**src/rtl/core_config.sv**
```systemverilog
// Shared type and encoding definitions for the cache-side bus arbiter.
package core_config;

  typedef enum logic [1:0] {
    R_IDLE = 2'd0,
    R_IC   = 2'd1,
    R_DC   = 2'd2
  } rd_arb_state_t;

  typedef enum logic {
    W_IDLE = 1'b0,
    W_BUSY = 1'b1
  } wr_arb_state_t;

  localparam int unsigned TYPE_W = 3;

  localparam logic [TYPE_W-1:0] TYPE_BYTE = 3'd0;
  localparam logic [TYPE_W-1:0] TYPE_HALF = 3'd1;
  localparam logic [TYPE_W-1:0] TYPE_WORD = 3'd2;
  localparam logic [TYPE_W-1:0] TYPE_LINE = 3'd4;

endpackage

```
**src/rtl/cache_bus_arbiter.sv**
```systemverilog
// Shares the cache-side memory bus between icache and dcache: one outstanding
// read, one outstanding write, with read-after-write line hazard blocking.
module cache_bus_arbiter
  import core_config::*;
#(
  parameter int unsigned ADDR_W       = 32,
  parameter int unsigned LINE_W       = 128,
  parameter int unsigned OFFS_W       = 4,
  parameter int unsigned STARVE_LIMIT = 4
) (
  input  logic              clk,
  input  logic              rst,
  input  logic              ic_rd_req,
  input  logic [2:0]        ic_rd_type,
  input  logic [ADDR_W-1:0] ic_rd_addr,
  output logic              ic_rd_rdy,
  output logic              ic_ret_valid,
  output logic              ic_ret_last,
  output logic [31:0]       ic_ret_data,
  input  logic              dc_rd_req,
  input  logic [2:0]        dc_rd_type,
  input  logic [ADDR_W-1:0] dc_rd_addr,
  output logic              dc_rd_rdy,
  output logic              dc_ret_valid,
  output logic              dc_ret_last,
  output logic [31:0]       dc_ret_data,
  input  logic              dc_wr_req,
  input  logic [2:0]        dc_wr_type,
  input  logic [ADDR_W-1:0] dc_wr_addr,
  input  logic [3:0]        dc_wr_wstrb,
  input  logic [LINE_W-1:0] dc_wr_data,
  output logic              dc_wr_rdy,
  output logic              bus_rd_req,
  output logic [2:0]        bus_rd_type,
  output logic [ADDR_W-1:0] bus_rd_addr,
  input  logic              bus_rd_rdy,
  input  logic              bus_ret_valid,
  input  logic              bus_ret_last,
  input  logic [31:0]       bus_ret_data,
  output logic              bus_wr_req,
  output logic [2:0]        bus_wr_type,
  output logic [ADDR_W-1:0] bus_wr_addr,
  output logic [3:0]        bus_wr_wstrb,
  output logic [LINE_W-1:0] bus_wr_data,
  input  logic              bus_wr_rdy,
  input  logic              bus_wr_done
);

  localparam int unsigned LA_W  = ADDR_W - OFFS_W;
  localparam int unsigned CNT_W = 3;
  localparam logic [CNT_W-1:0] STARVE_MAX = CNT_W'(STARVE_LIMIT);

  rd_arb_state_t    rd_state, rd_state_nxt;
  wr_arb_state_t    wr_state, wr_state_nxt;
  logic [CNT_W-1:0] starve_cnt, starve_cnt_nxt;
  logic [LA_W-1:0]  wr_line, wr_line_nxt;
  logic             rd_lock, rd_lock_nxt;
  logic             lock_dc, lock_dc_nxt;

  logic [LA_W-1:0]  ic_line, dc_line, wr_req_line;
  logic             wr_hs, rd_hs;
  logic             ic_haz, dc_haz, ic_elig, dc_elig;
  logic             ic_win, dc_win;

  assign ic_line     = ic_rd_addr[ADDR_W-1:OFFS_W];
  assign dc_line     = dc_rd_addr[ADDR_W-1:OFFS_W];
  assign wr_req_line = dc_wr_addr[ADDR_W-1:OFFS_W];

  assign wr_hs = !rst && (wr_state == W_IDLE) && dc_wr_req && bus_wr_rdy;
  assign rd_hs = bus_rd_req && bus_rd_rdy;

  // A read must not overtake a write to the same line, in flight or accepted now.
  assign ic_haz = ((wr_state == W_BUSY) && (ic_line == wr_line)) ||
                  (wr_hs && (ic_line == wr_req_line));
  assign dc_haz = ((wr_state == W_BUSY) && (dc_line == wr_line)) ||
                  (wr_hs && (dc_line == wr_req_line));

  assign ic_elig = ic_rd_req && !ic_haz;
  assign dc_elig = dc_rd_req && !dc_haz;

  // Winner selection; an unaccepted bus request stays with its requester.
  always_comb begin
    ic_win = 1'b0;
    dc_win = 1'b0;
    if (rd_lock) begin
      ic_win = !lock_dc && ic_rd_req;
      dc_win = lock_dc && dc_rd_req;
    end else begin
      ic_win = ic_elig && (!dc_elig || (starve_cnt == STARVE_MAX));
      dc_win = dc_elig && !ic_win;
    end
  end

  // Combinational bus-side and cache-side outputs from registered state.
  always_comb begin
    bus_rd_req   = 1'b0;
    ic_rd_rdy    = 1'b0;
    dc_rd_rdy    = 1'b0;
    bus_rd_type  = dc_win ? dc_rd_type : ic_rd_type;
    bus_rd_addr  = dc_win ? dc_rd_addr : ic_rd_addr;
    ic_ret_valid = 1'b0;
    ic_ret_last  = 1'b0;
    dc_ret_valid = 1'b0;
    dc_ret_last  = 1'b0;
    ic_ret_data  = bus_ret_data;
    dc_ret_data  = bus_ret_data;
    bus_wr_req   = 1'b0;
    dc_wr_rdy    = 1'b0;
    bus_wr_type  = dc_wr_type;
    bus_wr_addr  = dc_wr_addr;
    bus_wr_wstrb = dc_wr_wstrb;
    bus_wr_data  = dc_wr_data;
    if (!rst) begin
      if (rd_state == R_IDLE) begin
        bus_rd_req = ic_win || dc_win;
        ic_rd_rdy  = ic_win && bus_rd_rdy;
        dc_rd_rdy  = dc_win && bus_rd_rdy;
      end
      if (rd_state == R_IC) begin
        ic_ret_valid = bus_ret_valid;
        ic_ret_last  = bus_ret_valid && bus_ret_last;
      end
      if (rd_state == R_DC) begin
        dc_ret_valid = bus_ret_valid;
        dc_ret_last  = bus_ret_valid && bus_ret_last;
      end
      if (wr_state == W_IDLE) begin
        bus_wr_req = dc_wr_req;
        dc_wr_rdy  = bus_wr_rdy;
      end
    end
  end

  // Next-state logic for both FSMs, starvation counter and grant lock.
  always_comb begin
    rd_state_nxt   = rd_state;
    wr_state_nxt   = wr_state;
    starve_cnt_nxt = starve_cnt;
    wr_line_nxt    = wr_line;
    rd_lock_nxt    = 1'b0;
    lock_dc_nxt    = lock_dc;
    unique case (rd_state)
      R_IDLE: begin
        rd_lock_nxt = bus_rd_req && !bus_rd_rdy;
        lock_dc_nxt = dc_win;
        if (rd_hs) begin
          rd_state_nxt = ic_win ? R_IC : R_DC;
          if (ic_win) begin
            starve_cnt_nxt = '0;
          end else if (ic_rd_req && (starve_cnt != STARVE_MAX)) begin
            starve_cnt_nxt = starve_cnt + CNT_W'(1);
          end
        end
      end
      R_IC, R_DC: begin
        if (bus_ret_valid && bus_ret_last) rd_state_nxt = R_IDLE;
      end
      default: rd_state_nxt = R_IDLE;
    endcase
    unique case (wr_state)
      W_IDLE: begin
        if (wr_hs) begin
          wr_state_nxt = W_BUSY;
          wr_line_nxt  = wr_req_line;
        end
      end
      W_BUSY: begin
        if (bus_wr_done) wr_state_nxt = W_IDLE;
      end
      default: wr_state_nxt = W_IDLE;
    endcase
  end

  always_ff @(posedge clk) begin
    if (rst) begin
      rd_state   <= R_IDLE;
      wr_state   <= W_IDLE;
      starve_cnt <= '0;
      wr_line    <= '0;
      rd_lock    <= 1'b0;
      lock_dc    <= 1'b0;
    end else begin
      rd_state   <= rd_state_nxt;
      wr_state   <= wr_state_nxt;
      starve_cnt <= starve_cnt_nxt;
      wr_line    <= wr_line_nxt;
      rd_lock    <= rd_lock_nxt;
      lock_dc    <= lock_dc_nxt;
    end
  end

endmodule

```
**config.mk**
```make
export PLATFORM = sky130hd
export DESIGN_NAME = cache_bus_arbiter
export DESIGN_NICKNAME = d
export VERILOG_FILES = /design/src/rtl/core_config.sv /design/src/rtl/cache_bus_arbiter.sv
export SDC_FILE = /design/constraint.sdc
export NUM_CORES = 1
export LEC_CHECK = 0
export CELL_PAD_IN_SITES_DETAIL_PLACEMENT = 2
export CELL_PAD_IN_SITES_GLOBAL_PLACEMENT = 2
export CORE_ASPECT_RATIO = 0.5
export CORE_UTILIZATION = 14
export CTS_CLUSTER_SIZE = 30
export DETAILED_ROUTE_END_ITERATION = 12
export GPL_ROUTABILITY_DRIVEN = 0
export GPL_TIMING_DRIVEN = 0
export PLACE_DENSITY_LB_ADDON = 0.2
export SLEW_MARGIN = 40
export SYNTH_ARGS = -nofsm -noshare
export SYNTH_HDL_FRONTEND = slang
export SYNTH_SLANG_ARGS = --single-unit
export TNS_END_PERCENT = 5
```
**constraint.sdc**
```tcl
create_clock -name clk -period 7 [get_ports clk]
set_input_delay 1.4 -clock clk [delete_from_list [all_inputs] [get_ports clk]]
set_output_delay 1.4 -clock clk [all_outputs]
set_load 0.02 [all_outputs]
```
# Word level (Yosys, flattened, before mapping)
# Index checks and enable logic that the tools add are counted.
# W data, S select, Z words.
dict set report word_totals {
  latchBits 0
  inputBits 279
  rom_bits 0
  out_inout_bits 275
  register_bits 36
  memories 0
  ram_bits 0
}
dict set report op_classes {
  muxes 31
  add_sub_neg 1
  n_reduce_logical 37
  n_bitwise 2
  eq_ne 10
  div_mod_pow 0
  shift 0
  multipliers 0
  magnitude_cmp 0
}
# cell n
set ops {}
lappend ops {{$eq A28 B28 Y1} 4}
lappend ops {{$mux W32} 1}
lappend ops {{$mux W1} 22}
lappend ops {{$logic_and A1 B1 Y1} 19}
lappend ops {{$mux W3} 3}
lappend ops {{$logic_not A1 Y1} 7}
lappend ops {{$mux W2} 3}
lappend ops {{$logic_or A1 B1 Y1} 4}
lappend ops {{$ne A2 B2 Y1 const B} 2}
lappend ops {{$pmux W2 S2} 1}
lappend ops {{$reduce_and A2 Y1} 2}
lappend ops {{$reduce_or A2 Y1} 2}
lappend ops {{$add A3 B1 Y3 const B} 1}
lappend ops {{$eq A3 B3 Y1 const B} 1}
lappend ops {{$ne A3 B3 Y1 const B} 1}
lappend ops {{$reduce_and A3 Y1} 1}
lappend ops {{$eq A2 B1 Y1 const B} 1}
lappend ops {{$eq A2 B2 Y1 const B} 1}
lappend ops {{$logic_not A2 Y1} 1}
lappend ops {{$not A1 Y1} 2}
lappend ops {{$pmux W1 S2} 1}
lappend ops {{$reduce_bool A2 Y1} 1}

# Depth between registers and ports, before layout
# Gate-level depths: netlist (run 1).
dict set report logic_depth {
  word_depth 20
  ltp_mapped 9
  mapped_depth_nobuf 7
}

# Worst setup path before layout (run 1)
# No wires, ideal clock.
dict set report synth_path {
  path_type {in2out}
  from {input rst}
  to {output bus_rd_addr[10]}
  path_buffers 2
  t_arrival_ps 3381
  t_required_ps 5600
  path_stages 9
  slack_ps 2219
  path_cell_list {nor3b_2 nand2_1 nor4_1 nand2_1 and3b_1 buf_2 nor2_4 buf_6 mux2_1}
}
dict set report synth_between {
  elab_chain_len 15
  word_cells_on_any_way 19
  classes_between {mux (2); reduce/logical (17)}
}
# element line_no
set synth_lines {}
lappend synth_lines {{start: declaration} cache_bus_arbiter.sv:12} ;# input logic rst,
lappend synth_lines {{$logic_not A1 Y1 *} -}
lappend synth_lines {{$logic_and A1 B1 Y1 * (3 in a row)} cache_bus_arbiter.sv:69} ;# assign wr_hs = !rst && (wr_state == W_IDLE) && dc_wr_req && bus_wr_rdy;
lappend synth_lines {{$logic_and A1 B1 Y1} cache_bus_arbiter.sv:76} ;# (wr_hs && (dc_line == wr_req_line));
lappend synth_lines {{$logic_or A1 B1 Y1} cache_bus_arbiter.sv:75} ;# assign dc_haz = ((wr_state == W_BUSY) && (dc_line == wr_line)) ||
lappend synth_lines {{$logic_not A1 Y1} cache_bus_arbiter.sv:79} ;# assign dc_elig = dc_rd_req && !dc_haz;
lappend synth_lines {{$logic_and A1 B1 Y1} cache_bus_arbiter.sv:79}
lappend synth_lines {{$logic_not A1 Y1} cache_bus_arbiter.sv:89} ;# ic_win = ic_elig && (!dc_elig || (starve_cnt == STARVE_MAX));
lappend synth_lines {{$logic_or A1 B1 Y1} cache_bus_arbiter.sv:89}
lappend synth_lines {{$logic_and A1 B1 Y1} cache_bus_arbiter.sv:89}
lappend synth_lines {{$logic_not A1 Y1} cache_bus_arbiter.sv:90} ;# dc_win = dc_elig && !ic_win;
lappend synth_lines {{$logic_and A1 B1 Y1 *} cache_bus_arbiter.sv:90}
lappend synth_lines {{$mux W1 *} cache_bus_arbiter.sv:85} ;# if (rd_lock) begin
lappend synth_lines {{$mux W32 *} cache_bus_arbiter.sv:100} ;# bus_rd_addr = dc_win ? dc_rd_addr : ic_rd_addr;
lappend synth_lines {{end: declaration} cache_bus_arbiter.sv:35} ;# output logic [ADDR_W-1:0] bus_rd_addr,
# Every way passes the cells marked *; elsewhere a longest branch is shown, timed or not.

# Worst setup path in the final report (run 1)
dict set report layout_path {
  from {input ic_rd_addr[17]}
  to {output bus_rd_addr[2]}
}
dict set report layout_between {
  elab_chain_len 10
  word_cells_on_any_way 12
  classes_between {eq/ne (2); mux (2); reduce/logical (8)}
}
# element line_no
set layout_lines {}
lappend layout_lines {{start: declaration} cache_bus_arbiter.sv:15} ;# input logic [ADDR_W-1:0] ic_rd_addr,
lappend layout_lines {{$eq A28 B28 Y1, on equally long branches} {cache_bus_arbiter.sv:73, cache_bus_arbiter.sv:74}}
lappend layout_lines {{$logic_and A1 B1 Y1, on equally long branches} {cache_bus_arbiter.sv:73, cache_bus_arbiter.sv:74}}
lappend layout_lines {{$logic_or A1 B1 Y1 *} cache_bus_arbiter.sv:73} ;# assign ic_haz = ((wr_state == W_BUSY) && (ic_line == wr_line)) ||
lappend layout_lines {{$logic_not A1 Y1 *} cache_bus_arbiter.sv:78} ;# assign ic_elig = ic_rd_req && !ic_haz;
lappend layout_lines {{$logic_and A1 B1 Y1 *} cache_bus_arbiter.sv:78}
lappend layout_lines {{$logic_and A1 B1 Y1 *} cache_bus_arbiter.sv:89}
lappend layout_lines {{$logic_not A1 Y1 *} cache_bus_arbiter.sv:90}
lappend layout_lines {{$logic_and A1 B1 Y1 *} cache_bus_arbiter.sv:90}
lappend layout_lines {{$mux W1 *} cache_bus_arbiter.sv:85}
lappend layout_lines {{$mux W32 *} cache_bus_arbiter.sv:100}
# Marks and branches as above.

==> results.toml, run 1 <==
[clock_network]
postCtsResizedCells = 0
cts_tree = "built"
clkLatencyLatePin_ns = 0.29
cts_buffer_depth = 2
cts-hold-fix-buffers = 0
path_clk_slew_ns = 0.07
root_buffer = "clkbuf_16"
cts_sinks = 36
cts_htree_levels = 2
cts_made_buffers = 5
post-cts-setup-buffer-count = 0

[min_path]
hp-class = "flip-flop to flip-flop"
min_to = "starve_cnt[2]"
hold_path_depth = 2
hold_path.startpoint = "starve_cnt[2]"

[synthesis]
synth-xor-area-share_pct = 18.8
ys_seq_area_share_pct = 14.5
synthMuxAreaShare_pct = 7.90
synth-compound-area-share_pct = 6.90
syn-instance-count = 623
synth.avg_cell_area_um2 = 8.00
synth_seq_cells = 36
async_flop_share_pct = 0
syn_nets = 907
syn-cell-area_um2 = 4990
synthSimpleGateAreaFrac_pct = 13.4
synth_edf_count = 0
synth_top_family_by_area = "buffers and inverters"
synth_flop_cell = "dfxtp_1"
yosysUniqueCellTypes = 49
synthAdderAreaFrac_pct = 1.25
yosys_warnings = 0

[power_and_ir_drop]
power.density_nw_per_um2 = 115
total_power_mw = 1.10
max-vdd-ir-drop_v = 0.0000827
leakage_nw = 3.81

[finish]
area_growth_pct = 91.6
layout-drive-gt1-share_pct = 26.2
design_area_um2 = 9560
nNetsFinal = 1296

[sta]
hold_viol = 0
min_period_over_period_pct = 90.1
clock_skew_ns = 0.00974
worst_slew_pin_slew_ns = 0.706
hold_ws_ns = 0.489
relSlewSlack_pct = 52.9
finalCriticalPeriod_ns = 6.31
rsz0062_at_grt = "no"
max_freq_ghz = 0.159
final.setup.tns_ns = 0
setup_viol = 0
drv_slew = 0

[detailed_routing]
via_per_inst = 3.63
ant_nets = 0
vias = 5399
drt_iter0_drc = 108
dr.pass1.iters = 4
finalWirelength_um = 26900
drc = 0
avgRoutedWirePerCell_um = 18.1

[die]
die_y_um = 135
io_pins = 554
coreArea_um2 = 34800
die-area_um2 = 36400
fp-row-count = 48
floorplan.initialDensity_pct = 14.3
die_x_um = 269

[setup_path]
arrival_ns = 4.91
cp.required_ns = 5.60
rr_endpoint = "rd_state[1]"
ff2ff_setup_slack_ns = 4.39
endpoint_kind = "primary output"
crit_fanout = 10
worstSetupPathType = "input pin to primary output"
reg2regPathDepth = 8
startpoint_type = "input pin"
r2r-start = "wr_state"

[placed_design]
hpwlAfterDp_um = 24000
post_dp_cell_area_um2 = 9400
portBuffers = 382

[global_routing]
grt_pass1_wl_um = 36800
gr-total-overflow = 0
grt_max_degree = 12
grt_pass1_vias = 5883
antenna_found_initial = 3
grt_usage_pct = 13.7

[outcome]
status = "finished clean"

[job]
drv_cap = 0
## metrics by stage
stage / worst slack [ns] / util [%] / std cells
3_3_place_gp: 0.596 / 27.0 / 1480
6_report: 0.694 / 27.5 / 1489
4_1_cts: 0.593 / 27.5 / 1488
3_5_place_dp: 0.596 / 27.0 / 1480
2_1_floorplan: 2.22 / - / 623
5_1_grt: 0.486 / 27.5 / 1488
## cells in the mapped netlist (5+ instances only)
cell type,count,area (µm²)
o21ai_0,5,25.0
mux2_2,7,78.8
nand2_1,63,236
ha_1,5,62.6
a21oi_1,30,150
buf_4,232,1740
nor4_1,15,93.8
dfxtp_1,36,721
clkbuf_1,8,30.0
nand4_1,17,106
xor2_1,48,420
inv_1,9,33.8
mux2_1,28,315
nor2_1,5,18.8
xnor2_1,59,517
## critical path, cell delays in order
cell	delay, ns
clkdlybuf4s50_1	0.49
xnor2_1	0.28
nand4_1	0.23
nor4_1	0.37
a41oi_1	0.19
and3b_1	0.21
buf_2	0.16
nor2_4	0.35
buf_6	0.27
mux2_1	0.36
clkdlybuf4s50_1	0.59
## layout by cell type, fill, tap and decap left out, types with 2 or more instances in the layout
master,instances
nor3b_1,2
buf_4,232
nor3_1,2
o21ai_0,5
clkinv_2,2
inv_2,2
o31ai_1,2
o2bb2ai_1,3
clkbuf_16,5
nand3_1,2
a211oi_1,3
nor2_1,5
mux2_2,7
and3_1,2
dfxtp_1,36
nand2b_1,4
inv_1,9
clkbuf_1,8
nand4_1,17
xnor2_1,59
ha_1,5
and2_1,3
nand2_1,63
xor2_1,48
clkdlybuf4s50_1,382
or4_1,2
mux2_1,28
buf_2,3
nor2b_1,2
or3_1,2
a21oi_1,30
buf_6,3
nor4_1,15
## sequential cells by signal (all words and copies together) (netlist names)
register and flops:
wr_line 28, rd_state 2, lock_dc 1, wr_state 1
starve_cnt 3, rd_lock 1
## final cells by class
class                      count  area [µm²]
antenna                        1        2.50
multi-input combinational    330        2400
sequential                    36         721
inverter                      11        41.3
buffer                       246        1820
clock buffer                   6         139
clock inverter                 2        10.0
fill                        3919       25200
tap                          475         594
timing repair buffer         382        3820
## how the worst max path moves through the flow
stage	from	cells after the start	slack [ns]	to
5_1_grt	ic_rd_addr[17]	11	0.49	bus_rd_addr[2]
3_5_place_dp	ic_rd_addr[17]	11	0.60	bus_rd_addr[2]
4_1_cts	ic_rd_addr[17]	11	0.59	bus_rd_addr[2]
6_report	ic_rd_addr[17]	11	0.69	bus_rd_addr[2]
2_1_floorplan	rst	9	2.22	bus_rd_addr[10]
3_3_place_gp	ic_rd_addr[17]	11	0.60	bus_rd_addr[2]
## power breakdown
part | internal (mW) | total [mW] | switching [mW]
combinational | 0.344 | 0.636 | 0.291
clock | 0.141 | 0.240 | 0.0993
sequential | 0.212 | 0.221 | 0.00839
total | 0.698 | 1.10 | 0.399
## layer usage
layer	vias to the layer above	GRT usage, %	wire, µm
met3	24	2.80	1660
met5	-	0	21
met4	4	2.84	354
li1	2605	-	-
met2	188	27.8	15100
met1	2578	14.2	9770
## cell families after synthesis
group,Yosys count
AOI/OAI and AO/OA,54
buffers and inverters,257
and+or+nand+nor,129
adders and majority gates,5
DFF,36
muxes,35
xor gates and xnor gates,107
Power figures use the tool's default switching activity.
==> run 2, diff against run 1 <==
==> constraint.sdc (replaced) <==
create_clock -name clk -period 7 [get_ports clk]
set_input_delay 1.05 -clock clk [delete_from_list [all_inputs] [get_ports clk]]
set_output_delay 1.05 -clock clk [all_outputs]
set_load 0.02 [all_outputs]
==> results of run 2 <==
The final DEF is identical to that of run 1. Status: finished clean.
Main changes from that run: setup slack after placement 0.596 ns -> 1.30 ns; setup slack after layout 0.694 ns -> 1.39 ns
==> run 3, diff against run 2 <==
--- a/config.mk
+++ b/config.mk
@@ -8,7 +8,7 @@
 export CELL_PAD_IN_SITES_DETAIL_PLACEMENT = 2
 export CELL_PAD_IN_SITES_GLOBAL_PLACEMENT = 2
 export CORE_ASPECT_RATIO = 0.5
-export CORE_UTILIZATION = 14
+export CORE_UTILIZATION = 12
 export CTS_CLUSTER_SIZE = 30
 export DETAILED_ROUTE_END_ITERATION = 12
 export GPL_ROUTABILITY_DRIVEN = 0
==> constraint.sdc (replaced) <==
create_clock -name clk -period 5.15 [get_ports clk]
set_input_delay 0.7725 -clock clk [delete_from_list [all_inputs] [get_ports clk]]
set_output_delay 0.7725 -clock clk [all_outputs]
set_load 0.02 [all_outputs]
==> run 3 against run 2 <==
Count of clock-buffer cells in the layout up 1. Non-clock buffer count up 2. Die area up 16%. Combinational power up 36%. Via count about the same. Global-route usage down 1.6 points. First-iteration DRC count up 4.6%. Sequential share of layout area down 0.11 points. Sequential power up 36%. Register-to-register slack worse by 1.9 ns.
==> results.toml, run 3 (synthesized netlist as in run 1, its figures left out) <==
[detailed_routing]
drc = 0
avgRoutedWirePerCell_um = 17.2
drt_iter0_drc = 113
via_per_inst = 3.47
vias = 5401
ant_nets = 0
dr.pass1.iters = 4
finalWirelength_um = 26800

[global_routing]
grt_max_degree = 12
grt_usage_pct = 12.1
antenna_found_initial = 0
grt_pass1_vias = 5915
gr-total-overflow = 0
grt_pass1_wl_um = 38700

[power_and_ir_drop]
clkPwrFrac_pct = 24.9
p_int_mw = 1.02
total_power_mw = 1.55
max-vdd-ir-drop_v = 0.0000930
power.switching_mw = 0.539
p_seq_share_pct = 19.3
power_frac_comb_pct = 55.7
leakage_nw = 3.84
power.density_nw_per_um2 = 160
swShare_pct = 34.7

[clock_network]
post-cts-setup-buffer-count = 2
postCtsResizedCells = 0
root_buffer = "clkbuf_16"
cts_made_buffers = 5
cts_tree = "built"
cts-hold-fix-buffers = 0
cts_htree_levels = 2
clkLatencyLatePin_ns = 0.29
cts_buffer_depth = 2
cts_sinks = 36
path_clk_slew_ns = 0.06

[sta]
max_freq_ghz = 0.203
finalCriticalPeriod_ns = 4.92
final.setup.tns_ns = 0
setup_viol = 0
drv_slew = 0
relSlewSlack_pct = 53.0
rsz0062_at_grt = "no"
hold_viol = 0
clock_skew_ns = 0.00727
worst_slew_pin_slew_ns = 0.699
min_period_over_period_pct = 95.5

[placed_design]
hpwlAfterDp_um = 24200
portBuffers = 382
post_dp_cell_area_um2 = 9490
dp_cells = 1545

[setup_path]
crit_fanout = 10
endpoint_kind = "primary output"
rr_endpoint = "rd_state[1]"
cp.required_ns = 4.38
startpoint_type = "input pin"
worstSetupStartpoint = "dc_wr_addr[19]"
r2r-start = "wr_line[19]"
arrival_ns = 4.15
cp-endpoint = "bus_rd_addr[18]"
reg2regPathDepth = 8
ff2ff_setup_slack_ns = 2.50
worstSetupPathType = "input pin to primary output"

[finish]
area_growth_pct = 94.5
top_register = "wr_line"
layout_common_cells = "clkdlybuf4s50_1 (382), buf_4 (233), nand2_1 (63)"
largest_reg_flops = 28
nNetsFinal = 1298
diodes = 0
layout-drive-gt1-share_pct = 26.3
mostFrequentLayoutCell = "clkdlybuf4s50_1"
reg.largest.list = "wr_line x28, starve_cnt x3, rd_state x2"
design_area_um2 = 9700
layout.cells.non_filler = 1555

[die]
fp-row-count = 52
die_x_um = 290
io_pins = 554
floorplan.initialDensity_pct = 12.3
die_y_um = 146
coreArea_um2 = 40700
die-area_um2 = 42400

[outcome]
status = "finished clean"

[min_path]
hp-class = "flip-flop to flip-flop"

[job]
drv_cap = 0
run 3: cell count changes in the layout (fill, tap and decap cells not counted), sizes merged:
cell / change
diode: -1
buf: +2
clkbuf: +1
clkinv: -2
bufinv: +1
run 3: worst min-delay path by stage:
stage,from,to,slack (ns),cells past startpoint
after floorplan,starve_cnt[2],starve_cnt[2],0.46,2
after global placement,starve_cnt[2],starve_cnt[2],0.47,2
after detailed placement,starve_cnt[2],starve_cnt[2],0.49,2
after CTS,wr_line[2],wr_line[2],0.50,2
after global routing,wr_line[16],wr_line[16],0.52,2
final,starve_cnt[2],starve_cnt[2],0.50,2
run 3: layer usage:
layer	share of wire (%)	vias to the layer above	wire [µm]	track usage, %
met3	2.8	16	749	1.11
met4	1.1	0	308	1.89
li1	-	2602	-	-
met1	36	2639	9670	12.6
met5	0	-	0	0
met2	60	144	16100	25.9
run 3: worst max-delay path: stages:
cell,delay (ns)
clkdlybuf4s50_1,0.52
xnor2_1,0.40
nand4_1,0.16
nor4_1,0.40
nand2_1,0.18
and3b_1,0.21
buf_2,0.16
nor2_4,0.13
buf_12,0.14
buf_6,0.18
mux2_1,0.34
clkdlybuf4s50_1,0.56
run 3: final cells by class:
cell class,count,area (µm²)
fillers,4652,31000
repair buffers,384,3850
multi-input cells,330,2400
plain buffers,246,1820
flip-flops and latches,36,721
well taps,540,676
clock buffers,7,153
inverters,11,41.3
clock inverters,1,30.0
run 3: metrics by stage:
step                setup slack (ns)  hold WS (ns)  util (%)
floorplan                       1.62         0.461         -
global placement             -0.0603         0.470      23.3
detailed placement           -0.0669         0.490      23.3
CTS                            0.107         0.504      23.8
global route                  0.0468         0.524      23.8
finish                         0.230         0.502      23.8
run 3: power by group through the flow:
stage / Sequential [mW] / Combinational [mW] / Clock (mW)
final: 0.300 / 0.867 / 0.388
after global routing: 0.302 / 0.917 / 0.416
after CTS: 0.300 / 0.885 / 0.397
after detailed placement: 0.307 / 0.877 / 0
after global placement: 0.306 / 0.870 / 0
after floorplan: 0.303 / 0.444 / 0
